### src/rtl/wb_pkg.sv
// Shared parameters, requester indices and slot state encoding for the write-back port arbiter.
package wb_pkg;

    localparam int DATA_W_DEF = 32;
    localparam int ADDR_W_DEF = 5;

    localparam logic REQ_A = 1'b0;
    localparam logic REQ_M = 1'b1;

    typedef enum logic {
        SLOT_EMPTY = 1'b0,
        SLOT_FULL  = 1'b1
    } slot_state_t;

endpackage

### src/rtl/wb_slot.sv
// One-entry holding slot with valid/ready intake; writes to register 0 are accepted and dropped.
// Latency: one edge to FULL. Ready while empty or being drained by a grant this cycle.
module wb_slot
    import wb_pkg::*;
#(
    parameter int DATA_W = DATA_W_DEF,
    parameter int ADDR_W = ADDR_W_DEF
) (
    input  logic              clk,
    input  logic              reset,
    input  logic              val,
    input  logic [ADDR_W-1:0] dir,
    input  logic [DATA_W-1:0] data,
    input  logic              grant,
    output logic              rdy,
    output logic              full,
    output logic [ADDR_W-1:0] q_dir,
    output logic [DATA_W-1:0] q_data
);

    slot_state_t state, state_nxt;
    logic        load;

    always_ff @(posedge clk) begin
        if (reset) begin
            state <= SLOT_EMPTY;
        end else begin
            state <= state_nxt;
        end
    end

    always_comb begin
        rdy       = (state == SLOT_EMPTY) | grant;
        load      = val & rdy;
        state_nxt = state;
        if (load) begin
            // Register 0 is hardwired; the handshake completes but nothing is held.
            state_nxt = (dir != '0) ? SLOT_FULL : SLOT_EMPTY;
        end else if (grant) begin
            state_nxt = SLOT_EMPTY;
        end
    end

    always_ff @(posedge clk) begin
        if (reset) begin
            q_dir  <= '0;
            q_data <= '0;
        end else if (load) begin
            q_dir  <= dir;
            q_data <= data;
        end
    end

    assign full = (state == SLOT_FULL);

endmodule

### src/rtl/wb_port_arbiter.sv
// Round-robin share of the register-bank write port between ALU (A) and load (M) paths.
// Latency: 2 edges requester-to-bank; a slot is ready when empty or granted this cycle.
// Optional WB_PENDING_EN builds the per-register pending-write mask on Pend.
module wb_port_arbiter
    import wb_pkg::*;
#(
    parameter int DATA_W = DATA_W_DEF,
    parameter int ADDR_W = ADDR_W_DEF
) (
    input  logic              clk,
    input  logic              reset,
    input  logic              A_Val,
    input  logic [ADDR_W-1:0] A_Dir,
    input  logic [DATA_W-1:0] A_Data,
    output logic              A_Rdy,
    input  logic              M_Val,
    input  logic [ADDR_W-1:0] M_Dir,
    input  logic [DATA_W-1:0] M_Data,
    output logic              M_Rdy,
    output logic              Rw,
    output logic [ADDR_W-1:0] Dir,
    output logic [DATA_W-1:0] DIn,
    output logic [31:0]       Pend
);

    logic              a_full, m_full;
    logic [ADDR_W-1:0] a_dir, m_dir;
    logic [DATA_W-1:0] a_data, m_data;
    logic              grant_a, grant_m;
    logic              ptr, ptr_nxt;
    logic              a_owed, a_owed_nxt;

    wb_slot #(.DATA_W(DATA_W), .ADDR_W(ADDR_W)) u_slot_a (
        .clk    (clk),
        .reset  (reset),
        .val    (A_Val),
        .dir    (A_Dir),
        .data   (A_Data),
        .grant  (grant_a),
        .rdy    (A_Rdy),
        .full   (a_full),
        .q_dir  (a_dir),
        .q_data (a_data)
    );

    wb_slot #(.DATA_W(DATA_W), .ADDR_W(ADDR_W)) u_slot_m (
        .clk    (clk),
        .reset  (reset),
        .val    (M_Val),
        .dir    (M_Dir),
        .data   (M_Data),
        .grant  (grant_m),
        .rdy    (M_Rdy),
        .full   (m_full),
        .q_dir  (m_dir),
        .q_data (m_data)
    );

    // Same-register contention lets the older load land first and forces the
    // ALU value through on the following cycle without moving the pointer.
    always_comb begin
        grant_a    = 1'b0;
        grant_m    = 1'b0;
        ptr_nxt    = ptr;
        a_owed_nxt = 1'b0;
        if (a_full && m_full) begin
            if (a_owed) begin
                grant_a = 1'b1;
            end else if (a_dir == m_dir) begin
                grant_m    = 1'b1;
                a_owed_nxt = 1'b1;
            end else if (ptr == REQ_A) begin
                grant_a = 1'b1;
                ptr_nxt = REQ_M;
            end else begin
                grant_m = 1'b1;
                ptr_nxt = REQ_A;
            end
        end else if (a_full) begin
            grant_a = 1'b1;
        end else if (m_full) begin
            grant_m = 1'b1;
        end
    end

    always_ff @(posedge clk) begin
        if (reset) begin
            ptr    <= REQ_A;
            a_owed <= 1'b0;
            Rw     <= 1'b0;
            Dir    <= '0;
            DIn    <= '0;
        end else begin
            ptr    <= ptr_nxt;
            a_owed <= a_owed_nxt;
            Rw     <= grant_a | grant_m;
            if (grant_a) begin
                Dir <= a_dir;
                DIn <= a_data;
            end else if (grant_m) begin
                Dir <= m_dir;
                DIn <= m_data;
            end
        end
    end

`ifdef WB_PENDING_EN
    always_comb begin
        Pend = '0;
        for (int r = 1; r < 32; r++) begin
            Pend[r] = (a_full && (a_dir == ADDR_W'(r))) ||
                      (m_full && (m_dir == ADDR_W'(r))) ||
                      (Rw && (Dir == ADDR_W'(r)));
        end
    end
`else
    assign Pend = '0;
`endif

endmodule

### config.mk
export PLATFORM = sky130hd
export DESIGN_NAME = wb_port_arbiter
export DESIGN_NICKNAME = d
export VERILOG_FILES = /design/src/rtl/wb_pkg.sv /design/src/rtl/wb_slot.sv /design/src/rtl/wb_port_arbiter.sv
export SDC_FILE = /design/constraint.sdc
export NUM_CORES = 1
export LEC_CHECK = 0
export ABC_AREA = 1
export ABC_CLOCK_PERIOD_IN_PS = 3700
export CORE_UTILIZATION = 50
export CTS_CLUSTER_DIAMETER = 60
export DETAILED_ROUTE_END_ITERATION = 12
export PLACE_DENSITY = 0.84
export SYNTH_ARGS = -nofsm -noshare
export SYNTH_HDL_FRONTEND = slang
export SYNTH_SLANG_ARGS = --single-unit
export TNS_END_PERCENT = 5
### constraint.sdc
create_clock -name clk -period 3.7 [get_ports clk]
set_input_delay 0.74 -clock clk [delete_from_list [all_inputs] [get_ports clk]]
set_output_delay 0.74 -clock clk [all_outputs]
set_load 0.01 [all_outputs]
==> load_flow_metrics.sql, run 1 <==
INSERT INTO impl_metrics (metric_group, metric, value, unit) VALUES
('timing', 'maxClockFrequency', '0.315', 'GHz'),
('cts', 'clock_tree_from_tritoncts', 'done', ''),
('synth', 'synth.yosys.seq_area_share', '43.2', '%'),
('grt', 'grtUsageMet1', '34.3', '%'),
('cts', 'cts_inserted_buffers', '17', ''),
('routing', 'detail_route.drc_violations', '0', ''),
('worst_setup_path', 'required', '2960', 'ps'),
('power', 'p_leak', '3.29', 'nW'),
('min_path', 'holdCritPathClass', 'flip-flop to flip-flop', ''),
('finish', 'num_antenna_cells', '0', ''),
('grt', 'groute.layer.met2.usage', '36.6', '%'),
('cts', 'cts-root-to-sink-buffers', '2', ''),
('routing', 'detail_route.wl_per_cell', '13.4', 'µm'),
('worst_setup_path', 'critPathMaxFanout', '38', ''),
('floorplanning', 'io_pins', '150', ''),
('grt', 'grt_pass1_wl', '21800', 'µm'),
('cts', 'cts_sinks', '116', ''),
('placed_design', 'dp_slack', '1090', 'ps'),
('synth', 'yosysWarningCount', '0', ''),
('synth', 'synth.top_cell.area_share', '43.2', '%'),
('grt', 'vias_in_the_first_global_route', '4451', ''),
('grt', 'grt_overflow', '0', ''),
('floorplanning', 'std_cell_rows', '37', ''),
('finish', 'drive_above_1_share', '5.64', '%'),
('synth', 'syn-cell-area', '5380', 'µm²'),
('synth', 'postSynth.asyncResetShare', '0', '%'),
('synth', 'yosys_most_used_dff', 'sky130_fd_sc_hd__dfxtp_1', ''),
('synth', 'synthDominantAreaCellType', 'sky130_fd_sc_hd__dfxtp_1', ''),
('grt', 'grt_antenna_before_repair', '0', ''),
('routing', 'via_per_inst', '4.97', ''),
('timing', 'rsz0062_at_grt', 'no', ''),
('worst_setup_path', 'category_of_the_critical_setup_timing_path', 'flip-flop to primary output', ''),
('timing', 'worstMarginPinSlew', '750', 'ps'),
('timing', 'setup_viol', '0', ''),
('grt', 'grtUsageMet3', '6.25', '%'),
('timing', 'hold-worst-slack', '430', 'ps'),
('timing', 'final.period_utilization', '85.8', '%'),
('status', 'run_status', 'complete, no violations', ''),
('worst_setup_path', 'worst-endpoint-arrival', '2430', 'ps'),
('cts', 'cts.htree.levels', '4', ''),
('power', 'fin_total_pwr', '3.53', 'mW'),
('timing', 'final_max_slew_viol_count', '0', ''),
('floorplanning', 'chipHeight', '106', 'µm'),
('finish', 'design.final.nets', '935', ''),
('power', 'power_density', '505', 'nW/µm²'),
('timing', 'maxSlewHeadroom', '50.0', '%'),
('floorplanning', 'floorplan.die.width', '106', 'µm'),
('power', 'worst_vdd_rail_ir_drop', '0.250', 'mV'),
('placed_design', 'port_buffers', '117', ''),
('worst_setup_path', 'setup_crit_end_kind', 'primary output', ''),
('synth', 'ys_ff_latch', '116', ''),
('timing', 'finalWorstSetupSlack', '526', 'ps'),
('timing', 'final.min_clock_period', '3170', 'ps'),
('worst_setup_path', 'critical_path_launch_point_type', 'flip-flop', ''),
('cts', 'clkTransAtPathRegs', '50', 'ps'),
('timing', 'skew', '9.09', 'ps'),
('synth', 'syn_avg_cell_area', '7.02', 'µm²'),
('grt', 'gr-usage-all-layers', '24.7', '%'),
('routing', 'dr.first_iter.drc_count', '349', ''),
('floorplanning', 'core_area', '10400', 'µm²'),
('finish', 'area_delta_synth_final', '29.8', '%'),
('placed_design', 'routabilityCongestion', '0.824', ''),
('synth', 'post_synth_num_cell_types', '24', ''),
('cts', 'worst_skew_pair.late_latency', '510', 'ps'),
('finish', 'final_area', '6980', 'µm²'),
('placed_design', 'postPlaceCellArea', '6380', 'µm²'),
('routing', 'finalWirelength', '13500', 'µm'),
('synth', 'count_of_flip_flops_with_a_built_in_enable_after_synthesis', '0', ''),
('timing', 'hold_viol', '0', ''),
('floorplanning', 'initial_standard_cell_utilization_of_the_core', '51.9', '%'),
('grt', 'grt_start_max_net_pins', '75', '');
-- synthesized netlist by cell type (3+ instances only) --
master / n
sky130_fd_sc_hd__buf_6: 6
sky130_fd_sc_hd__buf_4: 39
sky130_fd_sc_hd__nand3_1: 114
sky130_fd_sc_hd__nor2_1: 45
sky130_fd_sc_hd__clkbuf_1: 26
sky130_fd_sc_hd__nand2_2: 3
sky130_fd_sc_hd__a21oi_1: 76
sky130_fd_sc_hd__dfxtp_1: 116
sky130_fd_sc_hd__inv_1: 83
sky130_fd_sc_hd__nand3b_1: 34
sky130_fd_sc_hd__buf_1: 6
sky130_fd_sc_hd__buf_2: 9
sky130_fd_sc_hd__nand2_1: 199
-- layout by cell type, fill, tap and decap left out, types with 2 or more instances in the layout --
| cell | synthesis | final |
|---|---|---|
| sky130_fd_sc_hd__clkbuf_16 | 0 | 16 |
| sky130_fd_sc_hd__conb_1 | 1 | 32 |
| sky130_fd_sc_hd__clkbuf_8 | 0 | 3 |
| sky130_fd_sc_hd__nor2_1 | 45 | 44 |
| sky130_fd_sc_hd__nand3b_1 | 34 | 34 |
| sky130_fd_sc_hd__buf_4 | 39 | 9 |
| sky130_fd_sc_hd__dfxtp_1 | 116 | 116 |
| sky130_fd_sc_hd__a21oi_1 | 76 | 76 |
| sky130_fd_sc_hd__inv_1 | 83 | 83 |
| sky130_fd_sc_hd__clkdlybuf4s50_1 | 0 | 115 |
| sky130_fd_sc_hd__nand2_2 | 3 | 3 |
| sky130_fd_sc_hd__bufinv_16 | 0 | 4 |
| sky130_fd_sc_hd__buf_2 | 9 | 2 |
| sky130_fd_sc_hd__nand3_1 | 114 | 114 |
| sky130_fd_sc_hd__clkinv_2 | 0 | 6 |
| sky130_fd_sc_hd__nand2_1 | 199 | 199 |
-- worst paths after layout --
kind	startpoint	end	slack (ps)	cells past startpoint
max	u_slot_m.q_dir[3]$_SDFFE_PP0P_	M_Rdy	530	9
min	a_owed$_SDFF_PP0_	a_owed$_SDFF_PP0_	430	1
max reg2reg	u_slot_m.q_dir[3]$_SDFFE_PP0P_	u_slot_m.q_data[23]$_SDFFE_PP0P_	1310	12
min reg2reg	a_owed$_SDFF_PP0_	a_owed$_SDFF_PP0_	430	1
-- critical path, cell delays in order (launching register included) --
cell	delay (ps)
sky130_fd_sc_hd__dfxtp_1	390
sky130_fd_sc_hd__inv_1	70
sky130_fd_sc_hd__nand2_1	60
sky130_fd_sc_hd__nand2_1	40
sky130_fd_sc_hd__nor2_1	130
sky130_fd_sc_hd__nand3_2	120
sky130_fd_sc_hd__nand2_1	140
sky130_fd_sc_hd__nand2_4	260
sky130_fd_sc_hd__nand2_2	170
sky130_fd_sc_hd__clkdlybuf4s50_1	540
-- power breakdown --
part           total [mW]  switching (mW)  internal [mW]
sequential           1.39          0.0496           1.34
combinational       0.474           0.252          0.222
clock                1.67           0.550           1.12
-- layout make-up --
cell class | instances | area, µm²
well taps | 136 | 170
flip-flops and latches | 116 | 2320
multi-input cells | 513 | 2350
clock buffers | 20 | 445
inverters | 83 | 312
fillers | 880 | 3390
repair buffers | 126 | 1230
clock inverters | 11 | 158
-- stage by stage --
step           instances  utilization [%]
2_1_floorplan        798                -
3_3_place_gp         974             61.5
3_5_place_dp         974             61.5
4_1_cts             1005             67.3
5_1_grt             1005             67.3
6_report            1005             67.3
-- logic make-up (layout without fill, tap and decap cells) --
kind of cell | after synthesis | count (layout) | share of synthesized area [%]
buf+inv | 169 | 240 | 15.6
xor+xnor | 1 | 1 | 0.163
compound gates | 79 | 79 | 7.42
simple gates | 401 | 401 | 33.6
flops | 116 | 116 | 43.2
other cells | 1 | 32 | 0.0697
-- per-layer routing --
| layer | part of all wire [%] | wire (µm) |
|---|---|---|
| met1 | 46 | 6150 |
| met2 | 45 | 6060 |
| met4 | 2.1 | 283 |
| met3 | 7.3 | 986 |
| met5 | 0 | 0 |
-- registers in the layout, indices dropped and copies added (netlist names) --
name             flops
u_slot_a.q_dir       5
u_slot_m.q_dir       5
Dir                  5
u_slot_a.full        1
a_owed               1
u_slot_m.q_data     32
Rw                   1
ptr                  1
u_slot_a.q_data     32
DIn                 32
u_slot_m.full        1
No activity file was read; power rests on OpenSTA's default activity.
==> run 2: changes to the inputs <==
--- a/config.mk
+++ b/config.mk
@@ -8,7 +8,7 @@
 export ABC_AREA = 1
-export ABC_CLOCK_PERIOD_IN_PS = 3700
-export CORE_UTILIZATION = 50
+export ABC_CLOCK_PERIOD_IN_PS = 3200
+export CORE_UTILIZATION = 48
 export CTS_CLUSTER_DIAMETER = 60
 export DETAILED_ROUTE_END_ITERATION = 12
-export PLACE_DENSITY = 0.84
+export PLACE_DENSITY = 0.81
 export SYNTH_ARGS = -nofsm -noshare
==> constraint.sdc (replaced) <==
create_clock -name clk -period 3.2 [get_ports clk]
set_input_delay 0.8 -clock clk [delete_from_list [all_inputs] [get_ports clk]]
set_output_delay 0.8 -clock clk [all_outputs]
set_load 0.01 [all_outputs]
==> load_flow_metrics.sql, run 2 (synthesized netlist as in run 1, its figures left out) <==
INSERT INTO impl_metrics (metric_group, metric, value, unit) VALUES
('timing', 'skew', '12.2', 'ps'),
('floorplanning', 'core_area', '10900', 'µm²'),
('floorplanning', 'std_cell_rows', '38', ''),
('power', 'clock_power_share', '46.9', '%'),
('floorplanning', 'initial_standard_cell_utilization_of_the_core', '49.4', '%'),
('cts', 'cts_setup_buffers', '0', ''),
('placed_design', 'routabilityCongestion', '0.866', ''),
('timing', 'setup_viol', '0', ''),
('power', 'switching_share', '24.1', '%'),
('power', 'combinationalPowerShare', '13.7', '%'),
('worst_setup_path', 'critPathMaxFanout', '3', ''),
('routing', 'detail_route.wl_per_cell', '13.6', 'µm'),
('finish', 'top_regs', 'DIn x32, u_slot_a.q_data x32, u_slot_m.q_data x32', ''),
('cts', 'cts_sinks', '116', ''),
('floorplanning', 'area_of_the_die', '11600', 'µm²'),
('power', 'internal-power', '3.09', 'mW'),
('timing', 'hold_viol', '0', ''),
('finish', 'area_delta_synth_final', '30.3', '%'),
('cts', 'worst_skew_pair.late_latency', '500', 'ps'),
('routing', 'num_vias', '5088', ''),
('grt', 'grt_overflow', '0', ''),
('grt', 'vias_in_the_first_global_route', '4464', ''),
('routing', 'drt.antenna.violating_nets', '0', ''),
('grt', 'grt_pass1_wl', '21700', 'µm'),
('finish', 'num_antenna_cells', '0', ''),
('cts', 'post_cts_resize_count', '0', ''),
('worst_setup_path', 'biggest_cell_delay_along_the_critical_path', '540', 'ps'),
('power', 'fin_total_pwr', '4.06', 'mW'),
('grt', 'gr-usage-all-layers', '24.1', '%'),
('status', 'run_status', 'complete, no violations', ''),
('worst_setup_path', 'crit_chain', 'inv_1 > nand2_1 > nand2_1 > nor2_1 > nand3_2 > nand2_1 > nand2_4 > nand2_2 > clkdlybuf4s50_1', ''),
('timing', 'hold-worst-slack', '421', 'ps'),
('floorplanning', 'chipHeight', '108', 'µm'),
('power', 'p_leak', '3.30', 'nW'),
('routing', 'via_per_inst', '5.02', ''),
('grt', 'grt_antenna_before_repair', '0', ''),
('power', 'worst_vdd_rail_ir_drop', '0.270', 'mV'),
('min_path', 'holdCritPathClass', 'flip-flop to flip-flop', ''),
('placed_design', 'port_buffers', '117', ''),
('timing', 'final_max_slew_viol_count', '0', ''),
('floorplanning', 'floorplan.die.width', '108', 'µm'),
('timing', 'worstMarginPinSlew', '765', 'ps'),
('timing', 'finalSetupTns', '0', 'ps'),
('run', 'max_cap_violations', '0', ''),
('worst_setup_path', 'critical_path_launch_point_type', 'flip-flop', ''),
('cts', 'clock_tree_from_tritoncts', 'done', ''),
('worst_setup_path', 'worst-path-buf-inv', '2', ''),
('routing', 'first_pass_iters', '5', ''),
('power', 'power_switching', '0.978', 'mW'),
('timing', 'maxSlewHeadroom', '48.8', '%'),
('cts', 'cts_hold_buf', '0', ''),
('worst_setup_path', 'required', '2400', 'ps'),
('grt', 'grt_start_max_net_pins', '78', ''),
('worst_setup_path', 'critical-path-top-cell-by-count', 'sky130_fd_sc_hd__nand2_1', ''),
('finish', 'drive_above_1_share', '5.84', '%'),
('cts', 'clk_root_buffer_cell', 'sky130_fd_sc_hd__clkbuf_8', ''),
('cts', 'cts-root-to-sink-buffers', '2', ''),
('timing', 'final.period_utilization', '89.2', '%'),
('finish', 'final_area', '7010', 'µm²'),
('finish', 'commonest_cells_after_routing_fill_and_taps_aside', 'sky130_fd_sc_hd__nand2_1 (199), sky130_fd_sc_hd__dfxtp_1 (116), sky130_fd_sc_hd__clkdlybuf4s50_1 (115)', ''),
('floorplanning', 'io_pins', '150', ''),
('timing', 'rsz0062_at_grt', 'no', ''),
('worst_setup_path', 'crit_slowest_cell', 'sky130_fd_sc_hd__clkdlybuf4s50_1', ''),
('worst_setup_path', 'setup_crit_end_kind', 'primary output', ''),
('timing', 'maxClockFrequency', '0.350', 'GHz'),
('worst_setup_path', 'category_of_the_critical_setup_timing_path', 'flip-flop to primary output', ''),
('placed_design', 'dpl.hpwl', '8730', 'µm'),
('finish', 'layout.cells.most_common', 'sky130_fd_sc_hd__nand2_1', ''),
('worst_setup_path', 'cp_top_family', 'buffers and inverters', ''),
('routing', 'detail_route.drc_violations', '0', ''),
('finish', 'design.final.nets', '939', ''),
('finish', 'post_route_core_utilization', '64.4', '%'),
('cts', 'cts.htree.levels', '4', ''),
('routing', 'finalWirelength', '13700', 'µm'),
('power', 'power_density', '579', 'nW/µm²'),
('routing', 'dr.first_iter.drc_count', '345', ''),
('worst_setup_path', 'worst-endpoint-arrival', '2050', 'ps'),
('timing', 'final.min_clock_period', '2850', 'ps'),
('cts', 'clkTransAtPathRegs', '60', 'ps'),
('placed_design', 'postPlaceCellArea', '6410', 'µm²'),
('power', 'share_seq_of_total_power', '39.4', '%'),
('cts', 'cts_inserted_buffers', '17', '');
[run 2: final timing paths]
check	cells past startpoint	slack, ps	startpoint	to
setup / recovery	9	350	u_slot_m.q_dir[1]$_SDFFE_PP0P_	M_Rdy
hold / removal	1	420	a_owed$_SDFF_PP0_	a_owed$_SDFF_PP0_
setup reg to reg	11	590	u_slot_m.q_dir[0]$_SDFFE_PP0P_	DIn[14]$_SDFFE_PP0P_
hold reg to reg	1	420	a_owed$_SDFF_PP0_	a_owed$_SDFF_PP0_
[run 2: power by group through the flow]
stage	Combinational (mW)	Sequential, mW	Clock, mW
global route	0.614	1.61	2.00
global placement	0.541	1.62	0
finish	0.555	1.60	1.91
CTS	0.553	1.60	1.93
floorplan	0.329	1.63	0
detailed placement	0.546	1.63	0
[run 2: through the flow]
stage	cells	setup WS, ps
floorplan	798	1210
global placement	982	747
detailed placement	982	690
CTS	1014	322
global route	1014	199
finish	1014	346
[run 2: layout make-up]
type,instances,area [µm²]
Clock buffer,22,443
Clock inverter,10,155
Fill cell,957,3870
Inverter,83,312
Multi-Input combinational cell,513,2350
Sequential cell,116,2320
Tap cell,140,175
Timing Repair Buffer,130,1260
[run 2: per-layer routing]
metal  track usage, %  vias up  routed length, µm
met5                0        -                  0
li1                 -     2544                  -
met1             33.8     2321               6340
met3             4.12       29                858
met2             36.2      194               6220
met4             10.2        0                332
==> run 3: changes to the inputs <==
CAP_MARGIN = 10   (was unset)
CORE_MARGIN = 2   (was unset)
==> load_flow_metrics.sql, run 3 (synthesized netlist as in run 1, its figures left out) <==
INSERT INTO impl_metrics (metric_group, metric, value, unit) VALUES
('status', 'run_status', 'complete, no violations', ''),
('worst_setup_path', 'category_of_the_critical_setup_timing_path', 'flip-flop to primary output', ''),
('finish', 'commonest_cells_after_routing_fill_and_taps_aside', 'sky130_fd_sc_hd__nand2_1 (198), sky130_fd_sc_hd__dfxtp_1 (115), sky130_fd_sc_hd__clkdlybuf4s50_1 (115)', ''),
('routing', 'detail_route.wl_per_cell', '13.8', 'µm'),
('cts', 'cts_sinks', '116', ''),
('cts', 'cts.htree.levels', '4', ''),
('routing', 'first_pass_iters', '5', ''),
('routing', 'drt.antenna.violating_nets', '0', ''),
('finish', 'fill_cell_total_of_the_finished_layout', '939', ''),
('worst_setup_path', 'critPathMaxFanout', '31', ''),
('cts', 'clk_root_buffer_cell', 'sky130_fd_sc_hd__clkbuf_8', ''),
('placed_design', 'routabilityCongestion', '0.868', ''),
('routing', 'finalWirelength', '14000', 'µm'),
('worst_setup_path', 'r2r_slack', '670', 'ps'),
('grt', 'gr-usage-all-layers', '23.5', '%'),
('worst_setup_path', 'worst-endpoint-arrival', '2230', 'ps'),
('finish', 'layout.cells.most_common', 'sky130_fd_sc_hd__nand2_1', ''),
('worst_setup_path', 'worst-r2r-cell-count', '12', ''),
('timing', 'final_max_slew_viol_count', '0', ''),
('min_path', 'min_to', 'a_owed$_SDFF_PP0_', ''),
('min_path', 'holdPathStages', '1', ''),
('power', 'p_leak', '3.27', 'nW'),
('timing', 'maxSlewHeadroom', '50.2', '%'),
('grt', 'grt_antenna_before_repair', '0', ''),
('power', 'worst_vdd_rail_ir_drop', '0.321', 'mV'),
('finish', 'num_antenna_cells', '0', ''),
('finish', 'ff_latch_area', '2320', 'µm²'),
('routing', 'num_vias', '5014', ''),
('grt', 'vias_in_the_first_global_route', '4521', ''),
('finish', 'drive_above_1_share', '6.19', '%'),
('floorplanning', 'std_cell_rows', '38', ''),
('cts', 'clock_tree_from_tritoncts', 'done', ''),
('routing', 'via_per_inst', '4.95', ''),
('cts', 'cts-root-to-sink-buffers', '2', ''),
('timing', 'skew', '8.17', 'ps'),
('min_path', 'holdCritPathClass', 'flip-flop to flip-flop', ''),
('placed_design', 'dpl.hpwl', '8920', 'µm'),
('grt', 'grt_overflow', '0', ''),
('grt', 'grt_pass1_wl', '22000', 'µm'),
('floorplanning', 'io_pins', '150', ''),
('placed_design', 'port_buffers', '117', ''),
('timing', 'maxClockFrequency', '0.330', 'GHz'),
('timing', 'final.min_clock_period', '3030', 'ps'),
('timing', 'hold_viol', '0', ''),
('cts', 'post_cts_resize_count', '0', ''),
('cts', 'clkTransAtPathRegs', '60', 'ps'),
('min_path', 'hold_start', 'a_owed$_SDFF_PP0_', ''),
('worst_setup_path', 'required', '2400', 'ps'),
('finish', 'area_delta_synth_final', '30.2', '%'),
('routing', 'detail_route.drc_violations', '0', ''),
('power', 'power_density', '577', 'nW/µm²'),
('worst_setup_path', 'regToRegEndpoint', 'Dir[4]$_SDFFE_PP0P_', ''),
('floorplanning', 'area_of_the_die', '12100', 'µm²'),
('timing', 'setup_viol', '0', ''),
('cts', 'cts_setup_buffers', '0', ''),
('finish', 'top_regs', 'DIn x32, u_slot_a.q_data x32, u_slot_m.q_data x32', ''),
('worst_setup_path', 'critical_path_launch_point_type', 'flip-flop', ''),
('floorplanning', 'initial_standard_cell_utilization_of_the_core', '49.4', '%'),
('timing', 'finalSetupTns', '0', 'ps'),
('timing', 'final.period_utilization', '94.8', '%'),
('worst_setup_path', 'r2r_startpoint', 'u_slot_m.q_dir[0]$_SDFFE_PP0P_', ''),
('cts', 'cts_inserted_buffers', '17', ''),
('cts', 'cts_hold_buf', '0', ''),
('finish', 'multiInputGateArea', '2360', 'µm²'),
('grt', 'grt_start_max_net_pins', '76', ''),
('floorplanning', 'chipHeight', '110', 'µm'),
('cts', 'worst_skew_pair.late_latency', '510', 'ps'),
('timing', 'worstMarginPinSlew', '745', 'ps'),
('routing', 'dr.first_iter.drc_count', '401', ''),
('run', 'max_cap_violations', '0', ''),
('floorplanning', 'core_area', '10900', 'µm²'),
('worst_setup_path', 'setup_crit_end_kind', 'primary output', ''),
('power', 'fin_total_pwr', '4.05', 'mW'),
('timing', 'rsz0062_at_grt', 'no', ''),
('floorplanning', 'floorplan.die.width', '110', 'µm'),
('finish', 'design.final.nets', '937', '');
run 3: cell types whose count changed in the layout (fill, tap and decap cells not counted), sizes merged:
cell / change
clkbuf: -5
buf: -1
inv: +3
bufinv: -1
clkinvlp: +2
run 3: layout make-up:
type | instances | area share, %
Clock buffer | 18 | 5.96
Clock inverter | 14 | 2.54
Inverter | 83 | 4.45
Multi-Input combinational cell | 513 | 33.7
Sequential cell | 116 | 33.2
Tap cell | 140 | 2.50
Timing Repair Buffer | 128 | 17.7
run 3: power by group:
| group | internal (mW) | switching (mW) |
|---|---|---|
| combinational | 0.259 | 0.295 |
| clock | 1.19 | 0.698 |
| sequential | 1.55 | 0.0562 |
| total | 3.00 | 1.05 |
run 3: worst max path at each step:
stage,endpoint,startpoint,slack (ps),depth (start not counted)
global placement,M_Rdy,u_slot_a.q_dir[3]$_SDFFE_PP0P_,700,9
detailed placement,Dir[4]$_SDFFE_PP0P_,u_slot_m.q_dir[0]$_SDFFE_PP0P_,650,11
floorplan,M_Rdy,u_slot_a.q_dir[3]$_SDFFE_PP0P_,1210,10
finish,M_Rdy,u_slot_m.full$_SDFFE_PP0P_,170,5
global route,M_Rdy,u_slot_a.q_dir[0]$_SDFFE_PP0P_,30,9
CTS,M_Rdy,u_slot_m.q_dir[0]$_SDFFE_PP0P_,50,9
run 3: worst max-delay path: stages (launching register included):
cell	delay [ps]
sky130_fd_sc_hd__dfxtp_1	400
sky130_fd_sc_hd__nand2_1	120
sky130_fd_sc_hd__nor2_1	350
sky130_fd_sc_hd__nand2_8	200
sky130_fd_sc_hd__nand2_2	120
sky130_fd_sc_hd__clkdlybuf4s50_1	540
run 3: metal layers:
| layer | vias to the layer above | global-route usage [%] | wire, µm |
|---|---|---|---|
| li1 | 2542 | - | - |
| met1 | 2217 | 33.4 | 6180 |
| met2 | 227 | 34.2 | 6350 |
| met3 | 28 | 5.10 | 1110 |
| met4 | 0 | 10.2 | 318 |
| met5 | - | 0 | 0 |
run 3: per-stage QoR:
step / util (%) / hold WS, ps / area (µm²) / std cells / worst slack, ps
final: 64.4 / 428 / 7010 / 1012 / 166
after global routing: 64.4 / 465 / 7010 / 1012 / 35.0
after CTS: 64.2 / 424 / 7000 / 1012 / 50.8
after detailed placement: 58.8 / 416 / 6400 / 980 / 645
after global placement: 58.8 / 416 / 6400 / 980 / 701
after floorplan: - / 398 / 5500 / 798 / 1210
